===== src/rtl/seq_alu.sv =====
// Sequential ALU with valid/ready handshakes on both sides.
// Single-cycle ops finish on the accept edge; MUL runs iteratively for WIDTH cycles.
module seq_alu #(
  parameter int unsigned WIDTH = 8
) (
  input  logic             clk,
  input  logic             rst,
  input  logic             in_valid,
  output logic             in_ready,
  input  logic [WIDTH-1:0] A,
  input  logic [WIDTH-1:0] B,
  input  logic [3:0]       opcode,
  output logic             out_valid,
  input  logic             out_ready,
  output logic [WIDTH-1:0] res,
  output logic [3:0]       flag
);

  localparam int unsigned MSB = WIDTH - 1;
  localparam int unsigned CW  = $clog2(WIDTH);

  typedef enum logic [1:0] {IDLE, EXEC, DONE} state_e;

  typedef enum logic [3:0] {
    OP_ADD = 4'h0, OP_SUB = 4'h1, OP_AND = 4'h2, OP_OR  = 4'h3,
    OP_XOR = 4'h4, OP_NOT = 4'h5, OP_SHL = 4'h6, OP_SHR = 4'h7,
    OP_ADC = 4'h8, OP_SBB = 4'h9, OP_ASR = 4'hA, OP_ROL = 4'hB,
    OP_MUL = 4'hC
  } op_e;

  state_e             state, next_state;
  logic               cin;
  logic [CW-1:0]      cnt;
  logic [2*WIDTH-1:0] acc;
  logic [WIDTH-1:0]   mcand;

  logic               accept;
  logic               is_mul;
  logic               last;
  logic [WIDTH:0]     ext;
  logic [WIDTH-1:0]   alu_res;
  logic               alu_c;
  logic               alu_v;
  logic [WIDTH:0]     mul_sum;
  logic [2*WIDTH-1:0] acc_next;

  assign accept = in_valid && in_ready;
  assign is_mul = (opcode == OP_MUL);
  assign last   = (cnt == CW'(WIDTH - 1));

  // State register
  always_ff @(posedge clk) begin
    if (rst) state <= IDLE;
    else     state <= next_state;
  end

  // Next-state logic
  always_comb begin
    next_state = state;
    case (state)
      IDLE: if (accept) next_state = is_mul ? EXEC : DONE;
      EXEC: if (last)   next_state = DONE;
      DONE: begin
        if (accept)         next_state = is_mul ? EXEC : DONE;
        else if (out_ready) next_state = IDLE;
      end
      default: next_state = IDLE;
    endcase
  end

  // Output logic
  always_comb begin
    in_ready = (state == IDLE) || ((state == DONE) && out_ready);
  end

  // Single-cycle datapath
  always_comb begin
    ext     = '0;
    alu_res = '0;
    alu_c   = 1'b0;
    alu_v   = 1'b0;
    case (opcode)
      OP_ADD, OP_ADC: begin
        ext     = {1'b0, A} + {1'b0, B} +
                  {{WIDTH{1'b0}}, (opcode == OP_ADC) ? cin : 1'b0};
        alu_res = ext[MSB:0];
        alu_c   = ext[WIDTH];
        alu_v   = (A[MSB] == B[MSB]) && (alu_res[MSB] != A[MSB]);
      end
      OP_SUB, OP_SBB: begin
        ext     = {1'b0, A} - {1'b0, B} -
                  {{WIDTH{1'b0}}, (opcode == OP_SBB) ? cin : 1'b0};
        alu_res = ext[MSB:0];
        alu_c   = ext[WIDTH];
        alu_v   = (A[MSB] != B[MSB]) && (alu_res[MSB] != A[MSB]);
      end
      OP_AND: alu_res = A & B;
      OP_OR:  alu_res = A | B;
      OP_XOR: alu_res = A ^ B;
      OP_NOT: alu_res = ~A;
      OP_SHL: begin
        alu_res = {A[MSB-1:0], 1'b0};
        alu_c   = A[MSB];
      end
      OP_SHR: begin
        alu_res = {1'b0, A[MSB:1]};
        alu_c   = A[0];
      end
      OP_ASR: begin
        alu_res = {A[MSB], A[MSB:1]};
        alu_c   = A[0];
      end
      OP_ROL: begin
        alu_res = {A[MSB-1:0], A[MSB]};
        alu_c   = A[MSB];
      end
      default: ;
    endcase
  end

  // One shift-add step: multiplier sits in the low half and is consumed LSB first
  assign mul_sum  = {1'b0, acc[2*WIDTH-1:WIDTH]} + (acc[0] ? {1'b0, mcand} : '0);
  assign acc_next = {mul_sum, acc[MSB:1]};

  always_ff @(posedge clk) begin
    if (rst) begin
      out_valid <= 1'b0;
      res       <= '0;
      flag      <= '0;
      cin       <= 1'b0;
      cnt       <= '0;
      acc       <= '0;
      mcand     <= '0;
    end else begin
      out_valid <= (next_state == DONE);
      if (accept) begin
        if (is_mul) begin
          acc   <= {{WIDTH{1'b0}}, B};
          mcand <= A;
          cnt   <= '0;
        end else begin
          res  <= alu_res;
          flag <= {alu_res[MSB], alu_v, (alu_res == '0), alu_c};
          cin  <= alu_c;
        end
      end else if (state == EXEC) begin
        acc <= acc_next;
        cnt <= cnt + CW'(1);
        if (last) begin
          res  <= acc_next[MSB:0];
          flag <= {acc_next[MSB], 1'b0, (acc_next[MSB:0] == '0),
                   |acc_next[2*WIDTH-1:WIDTH]};
          cin  <= |acc_next[2*WIDTH-1:WIDTH];
          cnt  <= '0;
        end
      end
    end
  end

endmodule


===== config.mk =====
export PLATFORM = sky130hd
export DESIGN_NAME = seq_alu
export DESIGN_NICKNAME = d
export VERILOG_FILES = /design/src/rtl/seq_alu.sv
export SDC_FILE = /design/constraint.sdc
export NUM_CORES = 1
export LEC_CHECK = 0
export ABC_AREA = 1
export CAP_MARGIN = 20
export CORE_MARGIN = 10
export CORE_UTILIZATION = 62
export CTS_BUF_LIST = sky130_fd_sc_hd__clkbuf_4
export DETAILED_ROUTE_END_ITERATION = 6
export PLACE_DENSITY_LB_ADDON = 0.1
export SYNTH_ARGS = -nofsm -noshare
export SYNTH_HDL_FRONTEND = slang
export SYNTH_SLANG_ARGS = --single-unit

===== constraint.sdc =====
create_clock -name clk -period 4.4 [get_ports clk]
set_clock_uncertainty 0.1 [all_clocks]
set_input_delay 0.88 -clock clk [delete_from_list [all_inputs] [get_ports clk]]
set_output_delay 0.88 -clock clk [all_outputs]
set_load 0.03 [all_outputs]

== After elaboration in Yosys (flattened, before gate mapping) ==
Cells that the tools add are included.
Word-level totals
  register bits: 43
  bits of input ports: 24
  output and inout port bits: 14
  word-level logic and storage cells: 90
Operators by class
  add/subtract/negate cells: 6
  eq/ne operators: 22
  mux-type cells: 31
  bitwise operators: 4
  reduce and logical (&&, ||, !) cells: 19
Operator list (number)
  $pmux 8 s10: 1
  $mux 16: 3
  $mux 8: 5
  $eq 4x4->1 const B: 5
  $add 8x8->9: 2
  $eq 4x3->1 const B: 4
  $logic_not 8->1: 2
  $mux 4: 4
  $mux 3: 4
  $mux 2: 5
  $add 9x1->9: 1
  $sub 8x8->9: 1
  $sub 9x1->9: 1
  $and 8x8->8: 1
  $eq 4x2->1 const B: 2
  $not 8->8: 1
  $or 8x8->8: 1
  $reduce_or 2->1: 4
  $reduce_or 8->1: 1
  $xor 8x8->8: 1
  $mux 1: 6
  $pmux 2 s3: 1
  $eq 2x2->1 const B: 2
  $eq 4x1->1 const B: 1
  16 further kinds: 23

== Logic depth before layout (Yosys ltp) ==
Gate-level depths: netlist of run 1.
  word-level depth: 8
  gate-level depth with buffers: 18

== Worst setup path before layout of run 1 ==
OpenSTA, ideal clock, no wires.
  path type: input-to-reg
  start: input port opcode[3]
  end: register flag[1]
  library setup time: 0.070 ns
  data arrival time: 2.800 ns
  required time: 4.230 ns
  path slack: 1.431 ns
  stages on the path: 15
  buffers on the path: 0
  cells stage by stage: inv_2 nor2_1 nand3_1 fa_1 inv_1 ha_1 o21ai_0 nand2_1 nand2_1 nand3_1 nand3_1 nand3_1 nor2_1 nand3_1 a21oi_1
Between the ends
  word-level cells in the longest chain between the ends: 7
Ends and longest elaborated chain
  from (decl): line 12  | input logic [3:0] opcode,
  $eq 4x4->1
  $mux 1, on equally long branches: line 92, 85
  $sub 9x1->9 / $add 9x1->9 (equally long branches): line 91, 84
  $pmux 8 s10: line 82  | case (opcode)
  $logic_not 8->1: line 143  | flag <= {alu_res[MSB], alu_v, (alu_res == '0), alu_c};
  $mux 4: line 137  | if (is_mul) begin
  $mux 4: line 136  | if (accept) begin
  to (signal assigned): line 143
  to (signal assigned): line 151  | flag <= {acc_next[MSB], 1'b0, (acc_next[MSB:0] == '0),
  to (decl): line 16  | output logic [3:0] flag
Several ways; a longest one is shown, not always the timed one. The select of a mux whose other input is x is not followed.
A chain may end at the register's enable or synchronous reset.

== Worst setup path in the final report of run 1 ==
Ends and elaborated chain as after synthesis.

==> results_dict.tcl, run 1 <==
set metrics [dict create \
    run_status "completed" \
    yosysWarnings 0 \
    grt_pass1_wl_mm 18.6 \
    dr.first_iter.drc_count 326 \
    clk_latency_ns 0.36 \
    hpwl_mm 9.22 \
    cts_buffers 5 \
    ys_types 32 \
    drv_slew 0 \
    setup_viol 0 \
    path_common_cell "nand3_1" \
    grt_pass1_vias 4008 \
    swShare_pct 38.1 \
    utilization_pct 72.4 \
    finalHoldViolCount 0 \
    crit_chain "clkdlybuf4s50_1 > inv_2 > nor2_1 > nand3_1 > fa_1 > inv_1 > ha_1 > o21ai_0 > nand2_1 > nand2_1 > nand3_1 > nand3_1 > nand3_1 > nor2_1 > nand3_1 > a21oi_1" \
    grtUsageTotal_pct 22.4 \
    critPathTopFamily "simple AND/OR/NAND/NOR gates" \
    fmax_mhz 280 \
    clock_path_buffers 2 \
    gp_congestion 0.927 \
    fp.dieArea_um2 9860 \
    vdd_drop_max_mv 0.243 \
    slowest_stage "clkdlybuf4s50_1" \
    drive_gt1_share_pct 3.52 \
    timing.final.crit_period_ns 3.57 \
    cts_tree "done" \
    cts_resized 0 \
    setup_tns_ns 0 \
    grt-ovfl-total 0 \
    tightest_slew_ns 0.682 \
    drc 0 \
    core_area_um2 6030 \
    viasPerCell 5.62 \
    ys_top_cells_by_area "dfxtp_1, nand2_1, ha_1" \
    holdCritPathClass "reg -> reg" \
    grt_max_degree 24 \
    power_leakage_nw 2.28 \
    cp-end-kind "flop" \
    setup_ws_ns 0.825 \
    required_ns 4.59 \
    dieWidth_um 99.3 \
    post_drt_wl_per_cell_um 15.0 \
    path_buf_inv 3 \
    synth.avg_cell_area_um2 6.03 \
    htreeDepth 2 \
    vias 4248 \
    pwr-share-seq_pct 42.7 \
    p_int_w 0.000576 \
    total_power_w 0.000931 \
    nets 750 \
    stdcell_area_um2 4360 \
    timing.critical_path.fanout_max 5 \
    num_antenna_cells 0 \
    placed_cell_area_um2 4310 \
    start_kind "input pin" \
    max_stage_delay_ns 0.59 \
    critical_path_class "in -> reg" \
    power_switching_w 0.000355 \
    syn_inst 647 \
    drt-pass1-iter-count 7 \
    power_density_nw_per_um2 213 \
    clockRootBuffer "clkbuf_4" \
    worstPathArrival_ns 3.77 \
    syn_nets 716 \
    syn_to_final_growth_pct 11.9 \
    clk_pin_slew_ns 0.11 \
    syn_area_um2 3900 \
    maxCapViolCount 0 \
    rows 28 \
    yosys.area.top_type_share_pct 21.0 \
    max_slew_margin_pct 54.4 \
    min_period_over_period_pct 81.2 \
    seq_area_frac_synth_pct 21.0 \
    fp.dieH_um 99.3 \
    routed_wl_mm 11.4 \
    power_frac_comb_pct 37.5 \
    yosysTopAreaCell "dfxtp_1" \
    antenna_found_initial 0 \
    dp_slack_ns 0.505 \
    clkSinkCount 41 \
    rsz0062_at_grt "no" \
    initial_utilization_pct 64.7 \
    ys_ff_latch 41 \
    portBuffers 37 \
    cts_setup_buffers 0 \
    pwr-share-clk_pct 19.9 \
    holdBufCountCts 0 \
    ant_nets 0 \
    ioPinCount 38 \
]
[cell families (layout without fill, tap and decap cells)]
| group | count (synthesis) | in the layout | synth area share [%] |
|---|---|---|---|
| AND/OR/NAND/NOR | 352 | 352 | 38.2 |
| AO/OA/AOI/OAI | 95 | 95 | 12.9 |
| adder cells (fa/ha/maj) | 45 | 45 | 15.4 |
| buffers and inverters | 107 | 141 | 10.9 |
| XOR/XNOR | 7 | 7 | 1.57 |
| flip-flops | 41 | 41 | 21.0 |
[synthesized netlist by cell type (all sizes together)]
| library cell | number |
|---|---|
| dfxtp | 41 |
| or2 | 5 |
| nor3 | 2 |
| a31oi | 9 |
| nand3 | 54 |
| nand2 | 215 |
| nor2 | 59 |
| fa | 5 |
| clkbuf | 5 |
| o21ai | 38 |
| xor2 | 5 |
| o21bai | 1 |
| ha | 40 |
| nand3b | 6 |
| inv | 94 |
| a21oi | 43 |
| nor4 | 3 |
| o21a | 3 |
| nand4 | 8 |
| xnor2 | 2 |
| a21o | 1 |
| buf | 8 |
[worst register-to-register path, stage by stage, from the launching register on]
cell and delay (ns):
dfxtp_1 0.41, nand3_1 0.11, fa_1 0.53, inv_1 0.05, ha_1 0.17, o21ai_0 0.22, nand2_1 0.14, nand2_1 0.09
nand3_1 0.11, nand3_1 0.11, nand3_1 0.10, nor2_1 0.10, nand3_1 0.08, a21oi_1 0.12
[area by class of cell]
| type | instances | area [um2] |
|---|---|---|
| sequential | 41 | 821 |
| clock inverter | 1 | 3.75 |
| fill | 576 | 1660 |
| multi-input combinational | 499 | 2650 |
| timing repair buffer | 40 | 393 |
| tap | 75 | 93.8 |
| clock buffer | 6 | 45.0 |
| inverter | 94 | 353 |
[power groups by stage]
stage | combinational [W] | sequential, W | clock [W]
after floorplan | 0.000213 | 0.000421 | 0
after global placement | 0.000334 | 0.000405 | 0
after detailed placement | 0.000342 | 0.000405 | 0
after CTS | 0.000344 | 0.000397 | 0.000185
after global routing | 0.000389 | 0.000399 | 0.000203
final | 0.000349 | 0.000397 | 0.000185
[cells in the final DEF (no fill, tap or decap)]
cell             instances
o21bai_1                 1
xnor2_1                  2
or2_2                    4
inv_1                   91
nand2_1                213
buf_4                    3
or2_1                    1
inv_2                    3
a31oi_1                  9
nor3_1                   2
nand3_1                 54
nor2_2                   3
clkbuf_4                 6
a21o_1                   1
nand2_2                  2
o21ai_1                  3
nand3b_1                 6
nor4_4                   1
nor4_1                   2
o21a_1                   3
ha_1                    40
clkdlybuf4s50_1         37
fa_1                     5
nand4_1                  8
xor2_1                   5
a21oi_2                  1
a21oi_1                 42
clkinv_1                 1
nor2_4                   1
nor2_1                  55
dfxtp_1                 41
o21ai_0                 35
[per-stage QoR]
step	cells	hold slack, ns
floorplan	647	0.344
global placement	749	0.353
detailed placement	749	0.362
CTS	756	0.381
global route	756	0.404
finish	756	0.379
[routing by layer]
layer | vias up | part of all wire, % | GRT usage [%]
li1 | 2130 | - | -
met1 | 1930 | 44 | 29.0
met2 | 169 | 46 | 36.4
met3 | 19 | 8.1 | 5.12
met4 | 0 | 1.3 | 6.06
met5 | - | 0 | 0
[path summary, 6_finish.rpt]
check | startpoint | to | slack (ns) | depth (start not counted)
max | opcode[3] | flag[1]$_SDFFE_PP0P_ | 0.83 | 16
min | cnt[1]$_SDFFE_PP0P_ | cnt[1]$_SDFFE_PP0P_ | 0.38 | 2
max reg2reg | flag[0]$_SDFFE_PP0P_ | flag[1]$_SDFFE_PP0P_ | 1.88 | 13
min reg2reg | cnt[1]$_SDFFE_PP0P_ | cnt[1]$_SDFFE_PP0P_ | 0.38 | 2
[flip-flops by register name (all words and copies together) (netlist names)]
signal and count:
acc 16, cnt 3, flag 3, mcand 8, out_valid 1, res 8
state 2
Power figures use the tool's default switching activity.
==> inputs of run 2 (changes only) <==
--- a/config.mk
+++ b/config.mk
@@ -8,7 +8,7 @@
 export ABC_AREA = 1
 export CAP_MARGIN = 20
 export CORE_MARGIN = 10
-export CORE_UTILIZATION = 62
+export CORE_UTILIZATION = 60
 export CTS_BUF_LIST = sky130_fd_sc_hd__clkbuf_4
 export DETAILED_ROUTE_END_ITERATION = 6
 export PLACE_DENSITY_LB_ADDON = 0.1
==> constraint.sdc (replaced) <==
create_clock -name clk -period 3.3 [get_ports clk]
set_clock_uncertainty 0.1 [all_clocks]
set_input_delay 0.66 -clock clk [delete_from_list [all_inputs] [get_ports clk]]
set_output_delay 0.66 -clock clk [all_outputs]
set_load 0.03 [all_outputs]
==> run 2 against run 1 <==
Wire length rose by 2.5%. Final cell count up 5.2%. Sequential share of layout area fell by 1.2 points. First-iteration DRC count grew 5.5%. Die area up 2.7%. Largest cell class unchanged. Highest routed layer unchanged.
==> results_dict.tcl, run 2 (synthesized netlist as in run 1, its figures left out) <==
set metrics [dict create \
    run_status "completed" \
    placed_cell_area_um2 4590 \
    whs_path_depth 2 \
    grt-ovfl-total 0 \
    rsz0062_at_grt "no" \
    reg2reg_depth 12 \
    pwr-share-clk_pct 24.4 \
    timing.critical_path.fanout_max 3 \
    min_period_over_period_pct 93.5 \
    dieWidth_um 101 \
    grt_pass1_wl_mm 19.3 \
    cts_setup_buffers 0 \
    maxCapViolCount 0 \
    portBuffers 37 \
    worstPathArrival_ns 3.28 \
    tightest_slew_ns 0.894 \
    grt_max_degree 23 \
    setup_ws_ns 0.216 \
    setup_tns_ns 0 \
    syn_to_final_growth_pct 19.7 \
    power_leakage_nw 2.47 \
    pwr-share-seq_pct 38.6 \
    routed_wl_mm 11.6 \
    swShare_pct 35.6 \
    stdcell_area_um2 4670 \
    start_kind "input pin" \
    ioPinCount 38 \
    regMostFlops "acc" \
    final_common_cell "nand2_1" \
    vdd_drop_max_mv 0.402 \
    fmax_mhz 324 \
    cts_tree "done" \
    clk_pin_slew_ns 0.13 \
    p_int_w 0.000884 \
    drv_slew 0 \
    rows 29 \
    fp.dieH_um 101 \
    cp-end-kind "flop" \
    max_slew_margin_pct 40.2 \
    clockRootBuffer "clkbuf_4" \
    ant_nets 0 \
    antenna_found_initial 0 \
    post_drt_wl_per_cell_um 14.6 \
    final_cell_mix "nand2_1, inv_1, nor2_1, nand3_1, a21oi_1" \
    holdCritPathClass "reg -> reg" \
    core_area_um2 6350 \
    drive_gt1_share_pct 8.64 \
    num_antenna_cells 0 \
    nFillCells 578 \
    viasPerCell 5.58 \
    grtUsageTotal_pct 22.9 \
    largest_reg_flops 16 \
    grt_pass1_vias 4092 \
    vias 4437 \
    required_ns 3.49 \
    clk_latency_ns 0.35 \
    setup_viol 0 \
    htreeDepth 2 \
    critical_path_class "in -> reg" \
    gp_congestion 0.952 \
    power_density_nw_per_um2 294 \
    power_switching_w 0.000489 \
    drc 0 \
    fp.dieArea_um2 10100 \
    clock_path_buffers 2 \
    dp_slack_ns -0.225 \
    initial_utilization_pct 61.4 \
    nets 786 \
    cts_resized 0 \
    timing.final.crit_period_ns 3.08 \
    finalHoldViolCount 0 \
    drt-pass1-iter-count 5 \
    hpwl_mm 9.42 \
    cts_buffers 5 \
    reg_top3 "acc (16), mcand (8), res (8)" \
    clkSinkCount 41 \
    holdBufCountCts 0 \
    dr.first_iter.drc_count 344 \
    power_frac_comb_pct 37.1 \
]
==> run 2: cell type report <==
| type | count | area, um2 | share of cell area, % |
|---|---|---|---|
| multi-input combinational | 499 | 2660 | 56.9 |
| sequential | 41 | 821 | 17.6 |
| timing repair buffer | 76 | 663 | 14.2 |
| inverter | 94 | 353 | 7.56 |
| tap | 77 | 96.3 | 2.06 |
| clock buffer | 6 | 45.0 | 0.965 |
| clock inverter | 2 | 33.8 | 0.724 |
==> run 2: critical path, stage by stage <==
cell and delay (ns):
clkdlybuf4s50_1 0.50, inv_2 0.05, nor2_2 0.13, nand3_1 0.11
fa_1 0.42, fa_1 0.43, xor2_1 0.15, nor2_1 0.07
nor2_1 0.10, nand3_1 0.10, nor2_1 0.15, nand2_1 0.08
nor2_1 0.12, nand3_1 0.09, a21oi_1 0.12
==> run 2: final timing paths <==
check                          to                 start  slack, ns
min          acc[12]$_SDFFE_PP0P_  acc[12]$_SDFFE_PP0P_       0.38
max reg2reg  flag[1]$_SDFFE_PP0P_  flag[0]$_SDFFE_PP0P_       0.78
min reg2reg  acc[12]$_SDFFE_PP0P_  acc[12]$_SDFFE_PP0P_       0.38
max          flag[1]$_SDFFE_PP0P_             opcode[3]       0.22
==> run 2: stage by stage <==
| stage | cells | utilization (%) | hold slack, ns | power, W |
|---|---|---|---|---|
| after floorplan | 647 | - | 0.344 | 0.000845 |
| after global placement | 787 | 72.2 | 0.353 | 0.00103 |
| after detailed placement | 787 | 72.2 | 0.360 | 0.00104 |
| after CTS | 795 | 73.5 | 0.378 | 0.00137 |
| after global routing | 795 | 73.5 | 0.399 | 0.00146 |
| final | 795 | 73.5 | 0.376 | 0.00137 |
==> run 2: layer usage <==
metal | vias to the layer above | GRT usage (%) | part of all wire [%]
met5 | - | 0 | 0
met4 | 0 | 5.98 | 2.1
met3 | 29 | 4.60 | 8.5
met2 | 194 | 37.0 | 45
met1 | 2005 | 30.1 | 44
li1 | 2209 | - | -
==> run 2: power groups by stage <==
stage | Combinational (W) | Sequential (W) | Clock (W)
finish | 0.000509 | 0.000530 | 0.000335
global route | 0.000567 | 0.000532 | 0.000358
CTS | 0.000502 | 0.000529 | 0.000335
detailed placement | 0.000499 | 0.000540 | 0
global placement | 0.000492 | 0.000540 | 0
floorplan | 0.000284 | 0.000562 | 0
==> inputs of run 3 (changes only) <==
--- a/config.mk
+++ b/config.mk
@@ -8,7 +8,7 @@
 export ABC_AREA = 1
 export CAP_MARGIN = 20
 export CORE_MARGIN = 10
-export CORE_UTILIZATION = 60
+export CORE_UTILIZATION = 54
 export CTS_BUF_LIST = sky130_fd_sc_hd__clkbuf_4
 export DETAILED_ROUTE_END_ITERATION = 6
 export PLACE_DENSITY_LB_ADDON = 0.1
==> constraint.sdc (replaced) <==
create_clock -name clk -period 2.6 [get_ports clk]
set_clock_uncertainty 0.1 [all_clocks]
set_input_delay 0.52 -clock clk [delete_from_list [all_inputs] [get_ports clk]]
set_output_delay 0.52 -clock clk [all_outputs]
set_load 0.03 [all_outputs]
==> run 3 against run 2 <==
Sequential power is 27% higher. Sequential share of layout area is 2.1 points lower. Worst setup slack worse by 0.14 ns. Final cell count is 7.5% higher. First-iteration DRC count is 8.4% lower. Global-route usage is 1.3 points lower. Critical path depth is 2 higher. Worst hold slack better by 0.0016 ns. Clock-buffer cell count is 1 lower. Via count is 3.5% higher. Total power is 47% higher. Critical path type unchanged. Largest power group is now combinational cells.
==> results_dict.tcl, run 3 (synthesized netlist as in run 1, its figures left out) <==
set metrics [dict create \
    swShare_pct 35.1 \
    dieWidth_um 105 \
    post_drt_wl_per_cell_um 14.6 \
    placed_cell_area_um2 4880 \
    start_kind "input pin" \
    viasPerCell 5.37 \
    maxCapViolCount 0 \
    grt_max_degree 23 \
    run_status "completed" \
    drive_gt1_share_pct 22.5 \
    hpwl_mm 9.68 \
    vias 4591 \
    holdCritPathClass "reg -> reg" \
    utilization_pct 76.9 \
    clkSinkCount 41 \
    core_area_um2 6910 \
    stdcell_area_um2 5310 \
    cts_buffers 5 \
    nets 827 \
    largest_reg_flops 16 \
    gp_congestion 0.945 \
    num_antenna_cells 0 \
    final_common_cell "nand2_1" \
    p_int_w 0.00131 \
    power_leakage_nw 2.75 \
    routed_wl_mm 12.5 \
    required_ns 2.80 \
    drt-pass1-iter-count 5 \
    portBuffers 37 \
    rows 30 \
    min_period_over_period_pct 96.9 \
    clk_pin_slew_ns 0.13 \
    dr.first_iter.drc_count 315 \
    setup_viol 0 \
    dp_slack_ns -0.748 \
    drv_slew 0 \
    grtUsageTotal_pct 21.6 \
    syn_to_final_growth_pct 36.2 \
    timing.critical_path.fanout_max 4 \
    power_frac_comb_pct 40.8 \
    cts_tree "done" \
    max_slew_margin_pct 67.4 \
    power_density_nw_per_um2 380 \
    tightest_slew_ns 0.484 \
    antenna_found_initial 0 \
    finalHoldViolCount 0 \
    vdd_drop_max_mv 0.301 \
    grt-ovfl-total 0 \
    clockRootBuffer "clkbuf_4" \
    initial_utilization_pct 56.5 \
    grt_pass1_vias 4358 \
    regMostFlops "acc" \
    reg_top3 "acc (16), mcand (8), res (8)" \
    worstPathArrival_ns 2.72 \
    holdBufCountCts 0 \
    timing.final.crit_period_ns 2.52 \
    fmax_mhz 397 \
    pwr-share-clk_pct 25.9 \
    ant_nets 0 \
    drc 0 \
    cp-end-kind "flop" \
    clk_latency_ns 0.37 \
    grt_pass1_wl_mm 20.4 \
    final_cell_mix "nand2_1, inv_1, buf_4, nor2_1, nand3_1" \
    setup_ws_ns 0.0795 \
    power_switching_w 0.000707 \
    fp.dieH_um 105 \
    critical_path_class "in -> reg" \
    clock_path_buffers 2 \
    ioPinCount 38 \
    pwr-share-seq_pct 33.3 \
    fp.dieArea_um2 11000 \
    htreeDepth 2 \
]
run 3: changes by cell type in the layout (fill, tap and decap cells not counted), moves of 11 or more:
cell	change
nand3_2	+11
nand2_1	-12
inv_2	+11
inv_1	-11
nand3_1	-12
buf_4	+38
run 3: power by group through the flow:
stage | sequential [W] | combinational [W] | clock (W)
2_1_floorplan | 0.000713 | 0.000360 | 0
3_3_place_gp | 0.000684 | 0.000687 | 0
3_5_place_dp | 0.000685 | 0.000693 | 0
4_1_cts | 0.000671 | 0.000735 | 0.000526
5_1_grt | 0.000675 | 0.000897 | 0.000554
6_report | 0.000672 | 0.000821 | 0.000523
run 3: cell type report:
class	count	area, um2
Clock buffer	5	37.5
Clock inverter	3	65.1
Fill cell	586	1600
Inverter	94	353
Multi-Input combinational cell	499	2950
Sequential cell	41	822
Tap cell	96	120
Timing Repair Buffer	117	966
run 3: final timing paths:
check | start | to | slack, ns | depth (start not counted)
worst min register to register | cnt[2]$_SDFFE_PP0P_ | cnt[2]$_SDFFE_PP0P_ | 0.38 | 2
worst max-delay path | A[5] | flag[2]$_SDFFE_PP0P_ | 0.08 | 17
worst min-delay path | cnt[2]$_SDFFE_PP0P_ | cnt[2]$_SDFFE_PP0P_ | 0.38 | 2
worst max register to register | flag[0]$_SDFFE_PP0P_ | flag[1]$_SDFFE_PP0P_ | 0.16 | 12
run 3: critical path: stages:
cell,delay [ns]
clkdlybuf4s50_1,0.49
inv_2,0.06
buf_4,0.15
ha_1,0.23
inv_2,0.07
ha_4,0.20
nand2_1,0.07
nand2_1,0.09
a21oi_4,0.21
nand2_4,0.08
nand2_4,0.08
nand2_2,0.04
nand2_1,0.05
nand4_1,0.07
nand2_1,0.10
nand2_1,0.07
a21oi_2,0.14
run 3: what timing repair did:
action / in CTS / in global routing
setup buffers: 4 / 2
gates resized for setup: 51 / 49
pin swaps: 20 / 31
hold endpoints to repair: 0 / 0
setup endpoints to repair: 11 / 5
run 3: through the flow:
step	TNS, ns	hold slack, ns	total power (W)	instances
2_1_floorplan	0	0.344	0.00107	647
3_3_place_gp	-5.91	0.353	0.00137	841
3_5_place_dp	-6.35	0.362	0.00138	841
4_1_cts	0	0.380	0.00193	853
5_1_grt	-0.0895	0.405	0.00213	855
6_report	0	0.378	0.00202	855
run 3: metal layers:
metal  global-route usage, %  up-vias  wire, um
li1                        -     2287         -
met1                    28.9     2083      5510
met2                    35.3      198      5790
met3                    4.18       23       974
met4                    4.12        0       191
met5                       0        -         0
==> edit (config.mk and constraints of run 2) <==
Make the reset (`rst`) asynchronous in 2 clocked blocks.
--- a/src/rtl/seq_alu.sv
+++ b/src/rtl/seq_alu.sv
@@ -49,7 +49,7 @@
   assign last   = (cnt == CW'(WIDTH - 1));
 
   // State register
-  always_ff @(posedge clk) begin
+  always_ff @(posedge clk or posedge rst) begin
     if (rst) state <= IDLE;
     else     state <= next_state;
   end
@@ -122,7 +122,7 @@
   assign mul_sum  = {1'b0, acc[2*WIDTH-1:WIDTH]} + (acc[0] ? {1'b0, mcand} : '0);
   assign acc_next = {mul_sum, acc[MSB:1]};
 
-  always_ff @(posedge clk) begin
+  always_ff @(posedge clk or posedge rst) begin
     if (rst) begin
       out_valid <= 1'b0;
       res       <= '0;
Behaviour: differs if rst is asserted again (counterexample within 4 cycles, from zero or initial values and one cycle with rst high); with rst held inactive, the same outputs for 10 cycles.
==> edit against run 2 <==
- routed wire length grew 4.7%
- count of clock-buffer cells in the layout fell by 1
- sequential cell count stayed put
- final cell count shrank 1.6%
- setup slack lost 0.041 ns
- synthesized area increased by 2.1%
- final area is 4.1% higher
- sequential share of layout area up 3.5 points
- highest routed layer unchanged
Power is not compared: it rests on default switching activity, and its combinational part moved more than twofold at a synthesized area within 25%.
==> edit: results (changes against run 2) <==
| Metric | Value |
|---|---|
| Complex-gate fraction of the synthesized area | `0.104 (was 0.129)` |
| Vias in the first global route | `4431 (was 4092)` |
| Reg-to-reg startpoint | `state[0]$_DFF_PP0_ (was flag[0]$_SDFFE_PP0P_)` |
| Seq/Total Area, Yosys | `0.258 (was 0.210)` |
| Hold_ws | `0.408 ns (was 0.376 ns)` |
| Asr flop ratio synth | `1.00 (was 0)` |
| Worst-margin pin slew | `0.924 ns (was 0.894 ns)` |
| R2r worst-path depth | `8 (was 12)` |
| Worst R2R Setup Slack | `0.62 ns (was 0.78 ns)` |
| DR iter-0 viols | `343 (was 344)` |
| Status | `finished clean (unchanged)` |
| Ys flop type | `dfrtp_1 (was dfxtp_1)` |
| Post-DP Area | `0.00475 mm^2 (was 0.00459 mm^2)` |
| Post-Synth Adder-Cell Area | `0.151 (was 0.154)` |
| Post-Synth XOR/XNOR Area | `0.00660 (was 0.0157)` |
| HPWL Detailed | `10000 um (was 9420 um)` |
| Via density | `5.63 (was 5.58)` |
| GP Congestion | `0.966 (was 0.952)` |
| Ratio of cells with drive above 1 in the final layout | `0.105 (was 0.0864)` |
| Synth cell count leaders | `199 x nand2_1, 93 x inv_1, 69 x nand3_1, 58 x nor2_1, 41 x dfrtp_1 (was 213 x nand2_1, 91 x inv_1, 55 x nor2_1, 54 x nand3_1, 42 x a21oi_1)` |
| Top post-synthesis cells by area | `dfrtp_1 26%, nand2_1 19%, ha_1 13% (was dfxtp_1 21%, nand2_1 21%, ha_1 13%)` |
| Syn nets | `692 (was 716)` |
| Largest net degree at the start of global routing | `42 (was 23)` |
| Hold Path End | `mcand[3]$_DFFE_PP0P_ (was acc[12]$_SDFFE_PP0P_)` |
| Nets | `773 (was 786)` |
| Per-cell routed wire length | `15.6 um (was 14.6 um)` |
| Worst Path Arrival | `3.33 ns (was 3.28 ns)` |
| GRT Util Overall | `0.240 (was 0.229)` |
| HP Start | `mcand[3]$_DFFE_PP0P_ (was acc[12]$_SDFFE_PP0P_)` |
edit: cell types whose count changed in the layout (fill, tap and decap cells not counted), sizes merged, moves of 12 or more:
| cell | before | now |
|---|---|---|
| nand3 | 54 | 69 |
| dfrtp | 0 | 41 |
| a21oi | 43 | 19 |
| nand2 | 215 | 201 |
| buf | 39 | 51 |
| dfxtp | 41 | 0 |
edit: cell families (layout without fill, tap and decap cells):
| kind of cell | Yosys count | in the layout |
|---|---|---|
| simple gates | 352 | 352 |
| buf+inv | 111 | 193 |
| compound gates | 71 | 71 |
| fa+ha+maj | 45 | 45 |
| flops | 41 | 41 |
| xor+xnor | 3 | 3 |
edit: layout make-up:
cell class | count | area (um^2)
clock inverters | 3 | 43.8
flip-flops and latches | 41 | 1030
inverters | 97 | 364
clock buffers | 5 | 37.5
fillers | 515 | 1530
multi-input cells | 471 | 2540
repair buffers | 88 | 753
well taps | 77 | 96.3
edit: per-stage QoR:
step           total power [mW]  utilization  cells
6_report                   2.66        0.761    782
2_1_floorplan              1.80            -    623
4_1_cts                    2.65        0.757    781
5_1_grt                    2.89        0.761    782
3_3_place_gp               2.25        0.744    773
3_5_place_dp               2.30        0.744    773
edit: what timing repair did:
| item | in CTS | in global routing |
|---|---|---|
| buffers inserted | 0 | 1 |
| endpoints found under the setup margin | 0 | 3 |
| hold buffers | 0 | 0 |
| gates resized for setup | 0 | 7 |
edit: worst max path at each step:
stage / start / to / slack (ns) / cells after the start
floorplan: opcode[2] / flag[1]$_DFFE_PP0P_ / 0.41 / 16
global placement: opcode[3] / flag[1]$_DFFE_PP0P_ / -0.13 / 17
detailed placement: opcode[3] / flag[1]$_DFFE_PP0P_ / -0.21 / 17
CTS: opcode[3] / flag[1]$_DFFE_PP0P_ / 0.10 / 17
global route: opcode[3] / flag[1]$_DFFE_PP0P_ / -0.004 / 18
finish: opcode[3] / flag[1]$_DFFE_PP0P_ / 0.17 / 17
edit: layer usage:
| metal | track usage | part of all wire |
|---|---|---|
| met5 | 0 | 0 |
| met3 | 0.0490 | 0.069 |
| met4 | 0.104 | 0.034 |
| met2 | 0.408 | 0.49 |
| met1 | 0.286 | 0.40 |
edit: power by group through the flow:
stage | Sequential, mW | Clock, mW | Combinational (mW)
after floorplan | 0.928 | 0 | 0.874
after global routing | 0.887 | 0.373 | 1.63
after global placement | 0.855 | 0 | 1.39
after detailed placement | 0.869 | 0 | 1.43
after CTS | 0.857 | 0.349 | 1.44
final | 0.861 | 0.348 | 1.45
edit: tightest hold or removal path, cell delays in order (launching register included):
cell     delay, ns
dfrtp_1       0.37
nand2_1       0.05
o21ai_0       0.06
